`config.mk`:
```
export PLATFORM = sky130hd
export DESIGN_NAME = hex_entry_ctrl
export DESIGN_NICKNAME = d
export VERILOG_FILES = /design/src/rtl/debug_io_pkg.sv /design/src/rtl/key_debounce.sv /design/src/rtl/hex_entry_ctrl.sv
export SDC_FILE = /design/constraint.sdc
export NUM_CORES = 1
export LEC_CHECK = 0
export ABC_AREA = 1
export CAP_MARGIN = 20
export CORE_MARGIN = 2
export CORE_UTILIZATION = 60
export CTS_CLUSTER_SIZE = 24
export DETAILED_ROUTE_END_ITERATION = 16
export PLACE_DENSITY_LB_ADDON = 0.12
export SYNTH_ARGS = -nofsm -noshare
export SYNTH_HDL_FRONTEND = slang
export SYNTH_SLANG_ARGS = --single-unit
```
`constraint.sdc`:
```
create_clock -name clk -period 2.39 [get_ports clk]
set_clock_uncertainty 0.05 [all_clocks]
set_input_delay 0.478 -clock clk [delete_from_list [all_inputs] [get_ports clk]]
set_output_delay 0.478 -clock clk [all_outputs]
set_load 0.1 [all_outputs]
```
`src/rtl/debug_io_pkg.sv`:
```
// Shared types and constants for the board-level hex debug writer.
// Holds the entry FSM encoding, word geometry and the default debounce length.
package debug_io_pkg;

    typedef enum logic {
        ENTER = 1'b0,
        SEND  = 1'b1
    } entry_state_t;

    localparam int NIB_W                   = 4;
    localparam int WORD_W                  = 32;
    localparam int NIBBLES_PER_WORD        = 8;
    localparam int DEFAULT_DEBOUNCE_CYCLES = 500000;

    // New digit enters at the bottom; the oldest nibble falls off the top.
    function automatic logic [WORD_W-1:0] shift_in_nibble(
        input logic [WORD_W-1:0] word,
        input logic [NIB_W-1:0]  nib
    );
        return {word[WORD_W-NIB_W-1:0], nib};
    endfunction

endpackage

```
`src/rtl/key_debounce.sv`:
```
// Conditions one raw active-low push-button: 2-FF synchronizer, stable-count
// debouncer, and a single-cycle pulse on each debounced press (high-to-low).
module key_debounce
    import debug_io_pkg::*;
#(
    parameter int DEBOUNCE_CYCLES = DEFAULT_DEBOUNCE_CYCLES
) (
    input  logic clk,
    input  logic rst_n,
    input  logic key_n,
    output logic press
);

    localparam int              CNT_W    = $clog2(DEBOUNCE_CYCLES + 1);
    localparam logic [CNT_W-1:0] CNT_LAST = CNT_W'(DEBOUNCE_CYCLES - 1);

    logic             r_sync1;
    logic             r_sync2;
    logic             r_level;
    logic             r_press;
    logic [CNT_W-1:0] r_cnt;

    logic w_differs;
    logic w_flip;

    assign w_differs = (r_sync2 != r_level);
    assign w_flip    = w_differs && (r_cnt == CNT_LAST);

    // Synchronizer idles released so reset never fakes a press.
    always_ff @(posedge clk or negedge rst_n) begin
        if (!rst_n) begin
            r_sync1 <= 1'b1;
            r_sync2 <= 1'b1;
        end else begin
            r_sync1 <= key_n;
            r_sync2 <= r_sync1;
        end
    end

    // Any cycle where the synchronized level matches the accepted one restarts the count.
    always_ff @(posedge clk or negedge rst_n) begin
        if (!rst_n) begin
            r_level <= 1'b1;
            r_cnt   <= '0;
            r_press <= 1'b0;
        end else begin
            r_press <= w_flip && r_level;
            if (w_flip) begin
                r_level <= r_sync2;
                r_cnt   <= '0;
            end else if (w_differs) begin
                r_cnt <= r_cnt + CNT_W'(1);
            end else begin
                r_cnt <= '0;
            end
        end
    end

    assign press = r_press;

endmodule

```
`src/rtl/hex_entry_ctrl.sv`:
```
// Builds a 32-bit word from switch nibbles under push-button control and hands it
// to the debug write port. Handshake: a write transfers on any edge where wr_valid
// and wr_ready are both high; wr_valid, wr_addr and wr_data hold until then.
module hex_entry_ctrl
    import debug_io_pkg::*;
#(
    parameter int DEBOUNCE_CYCLES = DEFAULT_DEBOUNCE_CYCLES,
    parameter int ADDR_W          = 6
) (
    input  logic              clk,
    input  logic              rst_n,
    input  logic [NIB_W-1:0]  sw_nibble,
    input  logic              key_shift_n,
    input  logic              key_commit_n,
    input  logic              key_clear_n,
    input  logic              wr_ready,
    output logic              wr_valid,
    output logic [ADDR_W-1:0] wr_addr,
    output logic [WORD_W-1:0] wr_data,
    output logic [WORD_W-1:0] entry_word,
    output logic [3:0]        nib_count,
    output logic              busy
);

    logic w_shift_p;
    logic w_commit_p;
    logic w_clear_p;

    key_debounce #(.DEBOUNCE_CYCLES(DEBOUNCE_CYCLES)) u_key_shift (
        .clk   (clk),
        .rst_n (rst_n),
        .key_n (key_shift_n),
        .press (w_shift_p)
    );

    key_debounce #(.DEBOUNCE_CYCLES(DEBOUNCE_CYCLES)) u_key_commit (
        .clk   (clk),
        .rst_n (rst_n),
        .key_n (key_commit_n),
        .press (w_commit_p)
    );

    key_debounce #(.DEBOUNCE_CYCLES(DEBOUNCE_CYCLES)) u_key_clear (
        .clk   (clk),
        .rst_n (rst_n),
        .key_n (key_clear_n),
        .press (w_clear_p)
    );

    entry_state_t      r_state;
    entry_state_t      w_state_nxt;
    logic [WORD_W-1:0] r_entry;
    logic [WORD_W-1:0] w_entry_nxt;
    logic [WORD_W-1:0] r_wr_data;
    logic [WORD_W-1:0] w_wr_data_nxt;
    logic [3:0]        r_nib;
    logic [3:0]        w_nib_nxt;
    logic [ADDR_W-1:0] r_addr;
    logic [ADDR_W-1:0] w_addr_nxt;

    always_comb begin
        w_state_nxt   = r_state;
        w_entry_nxt   = r_entry;
        w_wr_data_nxt = r_wr_data;
        w_nib_nxt     = r_nib;
        w_addr_nxt    = r_addr;
        case (r_state)
            ENTER: begin
                if (w_clear_p) begin
                    w_entry_nxt = '0;
                    w_nib_nxt   = '0;
                end else if (w_commit_p) begin
                    w_wr_data_nxt = r_entry;
                    w_state_nxt   = SEND;
                end else if (w_shift_p) begin
                    w_entry_nxt = shift_in_nibble(r_entry, sw_nibble);
                    if (r_nib < 4'(NIBBLES_PER_WORD)) begin
                        w_nib_nxt = r_nib + 4'd1;
                    end
                end
            end
            SEND: begin
                // Key pulses are ignored here; only the handshake moves us on.
                if (wr_ready) begin
                    w_addr_nxt  = r_addr + ADDR_W'(1);
                    w_entry_nxt = '0;
                    w_nib_nxt   = '0;
                    w_state_nxt = ENTER;
                end
            end
            default: w_state_nxt = ENTER;
        endcase
    end

    always_ff @(posedge clk or negedge rst_n) begin
        if (!rst_n) begin
            r_state   <= ENTER;
            r_entry   <= '0;
            r_wr_data <= '0;
            r_nib     <= '0;
            r_addr    <= '0;
        end else begin
            r_state   <= w_state_nxt;
            r_entry   <= w_entry_nxt;
            r_wr_data <= w_wr_data_nxt;
            r_nib     <= w_nib_nxt;
            r_addr    <= w_addr_nxt;
        end
    end

    assign wr_valid   = (r_state == SEND);
    assign busy       = (r_state == SEND);
    assign wr_addr    = r_addr;
    assign wr_data    = r_wr_data;
    assign entry_word = r_entry;
    assign nib_count  = r_nib;

endmodule

```
==> run_results.csv, run 1 <==
group,metric,value,unit
status,outcome,"finished clean",
run,cap_violations,0,
global_routing,grt_pass1_vias,5339,
setup_path,r2r_cells,7,
logic_synthesis,netlist-cell-type-count,31,
cells_and_area,antenna_cells,0,
floorplanning,start_util,0.611,
logic_synthesis,postSynthCellCount,817,
routing,avgViaCountPerCell,5.22,
timing,whs,0.305,ns
timing,hold_viol,0,
routing,num_vias,5551,
cells_and_area,syn_to_final_growth,19.9,%
cells_and_area,final_area,8320,sq um
logic_synthesis,synth_top_area_share,0.487,
min_path,hold_path_class,"reg2reg",
clock_network,cts_tree,"done",
power,ir_drop,559,uV
routing,ant_nets,0,
floorplanning,die_h,112,um
setup_path,cp_max_fo,6,
power,power_density,760,nW/um^2
global_routing,grt_pass1_wl,25800,um
clock_network,clock_path_buffers,2,
timing,finalSetupViolCount,0,
setup_path,crit_chain,"buf_4",
routing,drt_first_pass_iters,6,
logic_synthesis,synth_top_cells_by_area,"dfrtp_1 49%, nand2_1 8.9%, nor2_1 6.9%, inv_1 5.5%, nand3_1 4.9%",
logic_synthesis,yosysTopAreaCell,"dfrtp_1",
floorplanning,die_area,12400,sq um
setup_path,regToRegEndpoint,"u_key_shift.r_cnt[8]",
setup_path,crit_family,"flip-flops",
setup_path,max_stage_delay,0.50,ns
placed_design,place.gp.congestion,0.926,
clock_network,numCtsBuffers,17,
cells_and_area,multi_input_area,2760,sq um
placed_design,placed_cell_area,7740,sq um
setup_path,timing.critical_path.buf_inv,1,
logic_synthesis,syn-num-nets,832,
routing,drt-wirelength-per-cell,13.9,um
setup_path,worstSetupStartpointType,"register",
routing,wirelength,14800,um
routing,drc_errors,0,
setup_path,cp.arrival,1.27,ns
floorplanning,fp.dieW,112,um
min_path,whs_path_depth,0,
global_routing,track_usage,0.254,
timing,min_period,1.80,ns
logic_synthesis,synth_area_per_cell,8.50,sq um
logic_synthesis,syn-cell-area,6940,sq um
clock_network,cts-root-buf,"clkbuf_16",
cells_and_area,utilization,0.732,
timing,tightestPinTransition,0.468,ns
floorplanning,std_cell_rows,39,
logic_synthesis,ys_ff_latch,144,
clock_network,clkSinkCount,144,
floorplanning,core_area,11400,sq um
clock_network,cts_max_level,4,
setup_path,reg2reg_slack,0.64,ns
cells_and_area,final-seq-area,3610,sq um
clock_network,path_clk_slew,0.06,ns
logic_synthesis,yosysSeqAreaShare,0.521,
timing,fin_tns_setup,0,ns
min_path,holdCritStartpoint,"u_key_shift.r_sync1",
placed_design,io_buffers,85,
timing,slew_violations,0,
setup_path,r2r-start,"u_key_shift.r_level",
clock_network,ctsResizeCount,0,
min_path,hold_path_end,"u_key_shift.r_sync2",
timing,rsz0062_at_grt,"no",
timing,slew_headroom,0.687,
cells_and_area,fillers,863,
timing,setup_ws,0.592,ns
global_routing,grt_remaining_overflow,0,
setup_path,slowest_stage,"dfrtp_1",
power,p_leak,3.95,nW
timing,max_freq,556,MHz
setup_path,crit_required,1.86,ns
logic_synthesis,synth_warnings,0,
routing,drt_iter0_drc,451,
cells_and_area,layout-drive-gt1-share,0.215,
setup_path,path_class,"reg2out",
timing,timing.final.crit_share,0.752,
clock_network,clk-insertion-delay-late,0.41,ns
floorplanning,io_pins,86,
global_routing,grt_max_degree,61,
setup_path,worstSetupEndpointType,"primary output",
cells_and_area,nets,923,
clock_network,post-cts-setup-buffers,0,
placed_design,place_ws,0.372,ns
placed_design,dpl.hpwl,10500,um
global_routing,antenna_found_initial,0,
logic make-up after synthesis:
family,share of synthesized area
AND/OR/NAND/NOR,0.274
AO/OA/AOI/OAI,0.0742
adder cells (fa/ha/maj),0.00901
multiplexers,0.00162
flip-flops,0.521
buffers and inverters,0.0831
XOR/XNOR,0.0378
state kept, by name (all words and copies together) (netlist names), 4 cells and up:
signal,flops
u_key_commit.r_cnt,19
wr_data,32
u_key_shift.r_cnt,19
u_key_clear.r_cnt,19
nib_count,4
entry_word,32
wr_addr,6
synth_stat cells, drive strengths merged:
library cell,number
xor2,21
nor3,5
mux2,1
dfstp,9
inv,112
dfrtp,135
o21bai,2
ha,5
nand3,89
o21ai,73
nand4,9
clkbuf,2
and2,3
nand3b,6
xnor2,9
clkinv,1
buf,20
nor2,138
nand2,168
a21oi,9
power breakdown:
group / internal [mW] / leakage, nW / total [mW] / switching [mW]
combinational: 0.223 / 1.75 / 1.14 / 0.920
clock: 1.56 / 0.287 / 2.52 / 0.962
sequential: 2.55 / 1.92 / 2.66 / 0.109
total: 4.34 / 3.95 / 6.33 / 1.99
cell usage in the layout (no fill, tap or decap), types with 9 or more instances in the layout:
cell type	count
nand3_2	21
o21ai_2	23
nand4_1	9
nor2_1	128
nand2_1	163
xnor2_1	9
clkbuf_16	17
inv_2	10
dfstp_2	9
buf_4	81
inv_1	102
xor2_1	21
nand3_1	68
o21ai_1	48
dfrtp_1	135
stage by stage:
stage	total power, mW	instances
after detailed placement	3.85	1031
after floorplan	3.54	817
after global placement	3.83	1031
after global routing	6.54	1064
final	6.33	1064
after CTS	6.39	1064
worst max path at each step:
stage               cells past startpoint                start                   end
finish                                  1                 busy              wr_valid
floorplan                               4                 busy            wr_addr[5]
CTS                                     1                 busy              wr_valid
detailed placement                      8             wr_ready        entry_word[31]
global route                            7  u_key_clear.r_level  u_key_clear.r_cnt[5]
global placement                        8             wr_ready        entry_word[31]
per-layer routing:
layer  share of wire  track usage
met1            0.46        0.364
met2            0.47        0.397
met3           0.051       0.0490
met4           0.017       0.0848
met5               0            0
what timing repair did:
item | 4_1_cts | 5_1_grt
setup endpoints to repair | 0 | 0
hold buffers | 1 | 0
endpoints found under the hold margin | 34 | 0
cell type report:
cell class                 count  area share
clock buffer                  22      0.0594
clock inverter                10      0.0101
inverter                     113      0.0510
multi-input combinational    538       0.331
sequential                   144       0.434
tap                          143      0.0215
timing repair buffer          94      0.0924
No activity file was read; power rests on OpenSTA's default activity.
==> run 2, diff against run 1 <==
CORE_UTILIZATION = 56   (was 60)
clock period = 1.7 ns   (was 2.39 ns; I/O delays follow)
==> run 2 against run 1 <==
Total power rose by 52%. First-iteration DRC count fell by 10%. Cell area rose by 14%. Hold slack got worse by 0.039 ns. Critical path type unchanged. Sequential power rose by 44%. Largest power group unchanged. Clock power rose by 52%.
==> run_results.csv, run 2 (synthesized netlist as in run 1, its figures left out) <==
group,metric,value,unit
routing,drt_iter0_drc,404,
placed_design,placed_cell_area,8830,sq um
clock_network,clock_path_buffers,2,
cells_and_area,nets,934,
floorplanning,die_h,115,um
setup_path,cp_max_fo,6,
power,power,9.61,mW
routing,drt-wirelength-per-cell,15.0,um
routing,wirelength,16500,um
global_routing,grt_pass1_wl,27800,um
floorplanning,fp.dieW,115,um
setup_path,cp.arrival,1.15,ns
clock_network,cts_max_level,4,
routing,route.layer.met1.wl,6870,um
cells_and_area,layout-drive-gt1-share,0.225,
clock_network,numCtsBuffers,17,
placed_design,place_ws,-0.0486,ns
power,power_density,1020,nW/um^2
routing,num_vias,5818,
routing,highest_layer,"met4",
routing,dr_wl_met2,8410,um
setup_path,worstSetupEndpointType,"primary output",
global_routing,track_usage,0.271,
power,ir_drop,673,uV
cells_and_area,finish.cell_count_without_fillers,1100,
routing,ant_nets,0,
routing,wl_met3,866,um
clock_network,post-cts-setup-buffers,0,
placed_design,place.gp.congestion,0.910,
routing,avgViaCountPerCell,5.29,
cells_and_area,final_common_cell,"nand2_1",
timing,finalSetupViolCount,0,
status,outcome,"finished clean",
floorplanning,start_util,0.576,
floorplanning,die_area,13300,sq um
setup_path,max_stage_delay,0.50,ns
setup_path,slowest_stage,"dfrtp_2",
timing,min_period,1.54,ns
floorplanning,io_pins,86,
timing,tightestPinTransition,0.413,ns
setup_path,crit_chain,"buf_12",
timing,hold_viol,0,
placed_design,dpl.hpwl,12000,um
global_routing,grt_remaining_overflow,0,
timing,slew_violations,0,
routing,drt_first_pass_iters,8,
timing,whs,0.265,ns
timing,rsz0062_at_grt,"no",
timing,timing.final.crit_share,0.905,
global_routing,grt_pass1_vias,5864,
power,p_leak,4.28,nW
floorplanning,std_cell_rows,40,
cells_and_area,final_area,9460,sq um
clock_network,path_clk_slew,0.06,ns
clock_network,clkSinkCount,144,
setup_path,crit_family,"flip-flops",
setup_path,crit_required,1.31,ns
global_routing,grt_max_degree,43,
cells_and_area,fillers,799,
placed_design,placedCellCount,1067,
floorplanning,core_area,12100,sq um
cells_and_area,syn_to_final_growth,36.2,%
cells_and_area,antenna_cells,0,
clock_network,clk-insertion-delay-late,0.43,ns
setup_path,path_class,"reg2out",
cells_and_area,utilization,0.784,
global_routing,antenna_found_initial,0,
clock_network,cts-root-buf,"clkbuf_16",
min_path,hold_path_class,"in2reg",
timing,slew_headroom,0.724,
setup_path,timing.critical_path.buf_inv,1,
timing,max_freq,650,MHz
cells_and_area,final_cell_mix,"162 x nand2_1, 131 x dfrtp_1, 127 x nor2_1",
setup_path,worstSetupStartpointType,"register",
timing,fin_tns_setup,0,ns
run,cap_violations,0,
clock_network,cts_tree,"done",
placed_design,io_buffers,85,
routing,drc_errors,0,
timing,setup_ws,0.161,ns
[run 2: changes by cell type in the layout (fill, tap and decap cells not counted), moves of 4 or more]
cell      previous run  this run
buf_12               3        81
buf_4               81        14
clkbuf_1             0         5
clkinv_2             6         2
dfrtp_1            135       131
dfrtp_2              0         4
[run 2: timing repair]
item                                    CTS  global route
endpoints found under the setup margin    0             4
resized for setup                         0             2
hold endpoints to repair                 35             0
hold buffers                              1             0
[run 2: final cells by class]
type / count / area, sq um / area share
Sequential cell: 144 / 3620 / 0.383
Multi-Input combinational cell: 538 / 2760 / 0.292
Timing Repair Buffer: 105 / 1830 / 0.193
Clock buffer: 27 / 513 / 0.0542
Inverter: 113 / 424 / 0.0448
Tap cell: 168 / 210 / 0.0222
Clock inverter: 5 / 100 / 0.0106
[run 2: metal layers]
| layer | track usage | vias up |
|---|---|---|
| met5 | 0 | - |
| met4 | 0.107 | 0 |
| met3 | 0.0538 | 33 |
| met2 | 0.461 | 197 |
| met1 | 0.341 | 2800 |
| li1 | - | 2788 |
[run 2: final timing paths]
path                            slack, ns                    to            startpoint  depth (start not counted)
worst max-delay path                 0.16              wr_valid                  busy                          1
worst min-delay path                 0.27   u_key_clear.r_sync1           key_clear_n                          1
worst max register to register       0.19  u_key_shift.r_cnt[0]  u_key_shift.r_cnt[0]                          8
worst min register to register       0.30   u_key_shift.r_sync2   u_key_shift.r_sync1                          0
max in group asynchronous            0.66   u_key_clear.r_sync2                 rst_n                          3
min in group asynchronous            0.34           wr_data[20]                 rst_n                          2
[run 2: where the power goes]
part	total [mW]	leakage (nW)	switching, mW	internal (mW)
combinational	1.97	2.06	1.31	0.657
clock	3.82	0.302	1.32	2.50
sequential	3.82	1.91	0.230	3.59
total	9.61	4.28	2.86	6.75
